===== src/rtl/id_ex_stage.sv =====
// Decode/operand-fetch stage: turns a fetched instruction into an execute-ready
// bundle held in a single output register, with writeback bypass on the
// operand values both at capture time and while the entry is stalled.
module id_ex_stage #(
    parameter int unsigned DATA_WIDTH = 32
) (
    input  logic                  clk,
    input  logic                  rst_n,
    // upstream handshake
    input  logic                  in_valid,
    output logic                  in_ready,
    input  logic [31:0]           in_instr,
    input  logic [31:0]           in_pc,
    // register file read port (asynchronous data)
    output logic [4:0]            rf_a1,
    output logic [4:0]            rf_a2,
    input  logic [DATA_WIDTH-1:0] rf_rd1,
    input  logic [DATA_WIDTH-1:0] rf_rd2,
    // writeback port, same as the register file write port
    input  logic                  wb_we,
    input  logic [4:0]            wb_rd,
    input  logic [DATA_WIDTH-1:0] wb_data,
    // kill request from branch resolution
    input  logic                  flush,
    // downstream handshake and payload
    output logic                  out_valid,
    input  logic                  out_ready,
    output logic [31:0]           out_pc,
    output logic [DATA_WIDTH-1:0] out_rs1_val,
    output logic [DATA_WIDTH-1:0] out_rs2_val,
    output logic [31:0]           out_imm,
    output logic [4:0]            out_rs1,
    output logic [4:0]            out_rs2,
    output logic [4:0]            out_rd,
    output logic [6:0]            out_opcode,
    output logic [2:0]            out_funct3,
    output logic                  out_funct7b5,
    output logic                  out_reg_we
);

    localparam logic [6:0] OP_LOAD   = 7'b0000011;
    localparam logic [6:0] OP_IMM    = 7'b0010011;
    localparam logic [6:0] OP_JALR   = 7'b1100111;
    localparam logic [6:0] OP_STORE  = 7'b0100011;
    localparam logic [6:0] OP_BRANCH = 7'b1100011;
    localparam logic [6:0] OP_LUI    = 7'b0110111;
    localparam logic [6:0] OP_AUIPC  = 7'b0010111;
    localparam logic [6:0] OP_JAL    = 7'b1101111;

    logic [6:0]            opcode;
    logic [4:0]            rs1;
    logic [4:0]            rs2;
    logic [4:0]            rd;
    logic [31:0]           imm;
    logic [DATA_WIDTH-1:0] rs1_val;
    logic [DATA_WIDTH-1:0] rs2_val;
    logic                  reg_we;
    logic                  capture;
    logic                  holding;

    assign opcode = in_instr[6:0];
    assign rd     = in_instr[11:7];
    assign rs1    = in_instr[19:15];
    assign rs2    = in_instr[24:20];
    assign rf_a1  = rs1;
    assign rf_a2  = rs2;

    assign in_ready = !flush && (!out_valid || out_ready);
    assign capture  = in_valid && in_ready;
    assign holding  = out_valid && !out_ready;

    // Immediate generation by instruction format.
    always_comb begin
        imm = 32'h0;
        case (opcode)
            OP_LOAD, OP_IMM, OP_JALR:
                imm = {{20{in_instr[31]}}, in_instr[31:20]};
            OP_STORE:
                imm = {{20{in_instr[31]}}, in_instr[31:25], in_instr[11:7]};
            OP_BRANCH:
                imm = {{19{in_instr[31]}}, in_instr[31], in_instr[7],
                       in_instr[30:25], in_instr[11:8], 1'b0};
            OP_LUI, OP_AUIPC:
                imm = {in_instr[31:12], 12'h000};
            OP_JAL:
                imm = {{11{in_instr[31]}}, in_instr[31], in_instr[19:12],
                       in_instr[20], in_instr[30:21], 1'b0};
            default:
                imm = 32'h0;
        endcase
    end

    // Source operands: x0 reads zero, same-cycle writeback wins over the file.
    always_comb begin
        rs1_val = rf_rd1;
        rs2_val = rf_rd2;
        if (rs1 == 5'd0) begin
            rs1_val = '0;
        end else if (wb_we && (wb_rd == rs1)) begin
            rs1_val = wb_data;
        end
        if (rs2 == 5'd0) begin
            rs2_val = '0;
        end else if (wb_we && (wb_rd == rs2)) begin
            rs2_val = wb_data;
        end
    end

    assign reg_we = (rd != 5'd0) && (opcode != OP_STORE) && (opcode != OP_BRANCH);

    // Output register: reset > flush > capture > stalled hold (with bypass) > drain.
    always_ff @(posedge clk) begin
        if (!rst_n) begin
            out_valid    <= 1'b0;
            out_pc       <= 32'h0;
            out_rs1_val  <= '0;
            out_rs2_val  <= '0;
            out_imm      <= 32'h0;
            out_rs1      <= 5'd0;
            out_rs2      <= 5'd0;
            out_rd       <= 5'd0;
            out_opcode   <= 7'd0;
            out_funct3   <= 3'd0;
            out_funct7b5 <= 1'b0;
            out_reg_we   <= 1'b0;
        end else if (flush) begin
            out_valid <= 1'b0;
        end else if (capture) begin
            out_valid    <= 1'b1;
            out_pc       <= in_pc;
            out_rs1_val  <= rs1_val;
            out_rs2_val  <= rs2_val;
            out_imm      <= imm;
            out_rs1      <= rs1;
            out_rs2      <= rs2;
            out_rd       <= rd;
            out_opcode   <= opcode;
            out_funct3   <= in_instr[14:12];
            out_funct7b5 <= in_instr[30];
            out_reg_we   <= reg_we;
        end else if (holding) begin
            if (wb_we && (wb_rd != 5'd0) && (wb_rd == out_rs1)) begin
                out_rs1_val <= wb_data;
            end
            if (wb_we && (wb_rd != 5'd0) && (wb_rd == out_rs2)) begin
                out_rs2_val <= wb_data;
            end
        end else if (out_valid) begin
            out_valid <= 1'b0;
        end
    end

endmodule


===== config.mk =====
export PLATFORM = sky130hd
export DESIGN_NAME = id_ex_stage
export DESIGN_NICKNAME = d
export VERILOG_FILES = /design/src/rtl/id_ex_stage.sv
export SDC_FILE = /design/constraint.sdc
export NUM_CORES = 1
export LEC_CHECK = 0
export BUFFER_PORTS_ARGS = -buffer_cell sky130_fd_sc_hd__buf_2
export CAP_MARGIN = 20
export CELL_PAD_IN_SITES_DETAIL_PLACEMENT = 0
export CELL_PAD_IN_SITES_GLOBAL_PLACEMENT = 1
export CORE_ASPECT_RATIO = 1.75
export CORE_MARGIN = 4
export CORE_UTILIZATION = 35
export CTS_CLUSTER_DIAMETER = 50
export CTS_CLUSTER_SIZE = 30
export DETAILED_ROUTE_END_ITERATION = 10
export PLACE_DENSITY = 0.86
export SLEW_MARGIN = 20
export SYNTH_ARGS = -nofsm -noshare
export SYNTH_HDL_FRONTEND = slang
export SYNTH_SLANG_ARGS = --single-unit

===== constraint.sdc =====
create_clock -name clk -period 4.25 [get_ports clk]
set_input_delay 0.425 -clock clk [delete_from_list [all_inputs] [get_ports clk]]
set_output_delay 0.425 -clock clk [all_outputs]
set_load 0.1 [all_outputs]

==> impl_metrics.py <==
metrics = {
    "global_route": {
        "grt_pass1_wl_um": 37800,
        "antenna_found_initial": 0,
        "grt_max_degree": 70,
        "grt_pass1_vias": 6702,
        "grt-ovfl-total": 0,
        "grtUsageTotal_pct": 22.5,
    },
    "floorplanning": {
        "die_w_um": 112,
        "core_region_area_um2": 18700,
        "num_rows": 66,
        "io-pin-count": 338,
        "die-area_um2": 21400,
        "floorplan.initialDensity_pct": 35.7,
        "die_h_um": 191,
    },
    "placement": {
        "post_dp_cell_area_um2": 8380,
        "dp_slack_ps": 1630,
        "hpwl_um": 18100,
        "place.gp.congestion": 0.910,
        "io_buffers": 337,
    },
    "clock_tree": {
        "cts-resized-gates": 0,
        "insertion_delay_ps": 430,
        "cts_tree": "built",
        "cts_hold_buf": 0,
        "cts_buffer_depth": 2,
        "cts-root-buf": "clkbuf_16",
        "postCtsSetupRepairBufs": 0,
        "path_clk_slew_ps": 60,
        "cts_sinks": 156,
        "htree_levels": 4,
        "numCtsBuffers": 17,
    },
    "timing": {
        "hold_viol": 0,
        "slew_viol_final": 0,
        "fin_skew_ps": 6.53,
        "worst_pin_slew_ps": 962,
        "setup_violations": 0,
        "period_share_pct": 56.3,
        "slew_headroom_pct": 35.7,
        "setup_slack_ps": 1860,
        "fin_crit_ps": 2390,
        "rsz0062_at_grt": "false",
        "setup_tns_ps": 0,
        "fmax_mhz": 418,
    },
    "critical_path": {
        "crit_family": "compound AO/OA/AOI/OAI gates",
        "critPathCaptureType": "register",
        "worstPathMaxFanout": 36,
        "crit_slowest_cell": "and3_2",
        "r2r-start": "out_valid",
        "worstSetupPathDepth": 6,
        "path_cells": "nand2b_1 -> and3_2 -> buf_4 -> o311ai_4 -> a21oi_1 -> a21o_1",
        "crit_path_start": "out_valid",
        "crit_buf_inv": 1,
        "arrival_ps": 2760,
        "start_kind": "register",
        "worst_ep_required_time_ps": 4620,
        "rr_worst_depth": 6,
        "crit_type": "register to register",
        "cp-endpoint": "out_imm[27]",
        "max_stage_delay_ps": 620,
        "rrSetupSlack_ps": 1860,
        "r2r-end": "out_imm[27]",
    },
    "route": {
        "drt_iter0_markers": 500,
        "routed_wl_um": 24800,
        "drc": 0,
        "dr.pass1.iters": 5,
        "avgViaCountPerCell": 5.24,
        "ant_nets": 0,
        "avgRoutedWirePerCell_um": 18.8,
        "via_count": 6903,
    },
    "power_and_ir_drop": {
        "swShare_pct": 36.1,
        "ir_drop_mv": 0.285,
        "power.density_nw_per_um2": 447,
        "p_int_mw": 2.55,
        "pwr-share-clk_pct": 36.0,
        "switchingPower_mw": 1.44,
        "power_frac_comb_pct": 24.8,
        "pwr-share-seq_pct": 39.2,
        "p_leak_nw": 4.21,
    },
    "finish": {
        "drive_gt1_share_pct": 36.3,
        "stdcell_area_um2": 8940,
        "fin_nets": 1237,
        "layout_common_cells": "336 x buf_2, 156 x dfxtp_1, 151 x nand2_1",
        "final_core_util_pct": 47.9,
        "syn_to_final_growth_pct": 34.0,
        "layout_commonest_cell": "buf_2",
        "antennaDiodeCount": 0,
    },
    "job": {
        "drv_cap": 0,
    },
    "synth": {
        "synth_area_um2": 6670,
        "yosysSeqAreaShare_pct": 46.8,
        "synth_edf_count": 0,
        "yosys_warnings": 0,
        "ys_types": 48,
        "syn_nets": 947,
        "synth_seq_cells": 156,
        "synth.avg_cell_area_um2": 8.59,
        "synth_cells": 776,
        "synth_ff_type": "dfxtp_1",
        "synthArstFlopShare_pct": 0,
    },
    "status": {
        "status": "finished clean",
    },
    "min_path": {
        "min_path_type": "input port to register",
    },
}
## cell type report
type / count / area (µm²)
repair buffers: 347 / 1760
clock buffers: 20 / 457
fillers: 1921 / 9730
well taps: 238 / 298
multi-input cells: 539 / 3180
inverters: 5 / 18.8
clock inverters: 12 / 97.6
flip-flops and latches: 156 / 3120
## power groups by stage
stage | Clock (mW) | Sequential [mW] | Combinational (mW)
after global placement | 0 | 1.60 | 0.986
after global routing | 1.55 | 1.57 | 1.04
final | 1.44 | 1.57 | 0.989
after floorplan | 0 | 2.10 | 0.255
after CTS | 1.48 | 1.57 | 0.992
after detailed placement | 0 | 1.60 | 0.991
## per-layer routing
| metal | share of wire, % | global-route usage (%) | wire length, µm |
|---|---|---|---|
| met2 | 54 | 40.5 | 13300 |
| met4 | 2.4 | 8.38 | 588 |
| met1 | 38 | 25.4 | 9310 |
| met3 | 6.4 | 5.65 | 1600 |
| met5 | 0 | 0 | 0 |
## worst register-to-register path, stage by stage, from the launching register on
cell	delay, ps
dfxtp_1	320
nand2b_1	110
and3_2	630
buf_4	520
o311ai_4	420
a21oi_1	250
a21o_1	100
## kinds of logic (layout without fill, tap and decap cells)
family,Yosys count,count (layout),synth area share [%]
flops,156,156,46.8
simple gates,257,257,16.1
xor+xnor,20,20,2.63
buf+inv,81,384,6.40
compound gates,262,262,28.1
## state kept, by name (all words and copies together) (netlist names)
name          cells
out_pc           32
out_reg_we        1
out_opcode        7
out_funct3        3
out_rs2_val      32
out_rd            5
out_funct7b5      1
out_valid         1
out_rs1_val      32
out_rs2           5
out_rs1           5
out_imm          32
## worst min-delay path by stage
stage                startpoint     endpoint  slack [ps]  cells after the start
global placement    out_imm[18]  out_imm[18]         430                      2
finish                 in_pc[3]    out_pc[3]         240                      3
floorplan             in_pc[29]   out_pc[29]         570                      2
detailed placement  out_imm[25]  out_imm[25]         440                      1
CTS                   in_pc[23]   out_pc[23]         220                      3
global route          in_pc[25]   out_pc[25]         230                      3
## synthesized netlist by cell type, drive strengths merged (10+ instances only)
master | number | area share [%]
a21boi | 58 | 6.5
a21o | 11 | 1.2
a21oi | 22 | 1.7
a221oi | 64 | 8.4
a22oi | 10 | 1.1
buf | 44 | 4.2
clkbuf | 32 | 1.9
dfxtp | 156 | 47
nand2 | 151 | 8.5
nor2 | 71 | 4.0
nor2b | 10 | 0.94
o21ai | 81 | 6.1
xnor2 | 17 | 2.2
## through the flow
stage | cells | total power, mW | hold WS, ps
floorplan | 776 | 2.35 | 570
detailed placement | 1285 | 2.59 | 439
global route | 1317 | 4.16 | 230
global placement | 1285 | 2.58 | 429
finish | 1317 | 3.99 | 244
CTS | 1317 | 4.04 | 222
No activity file was read; power rests on OpenSTA's default activity.
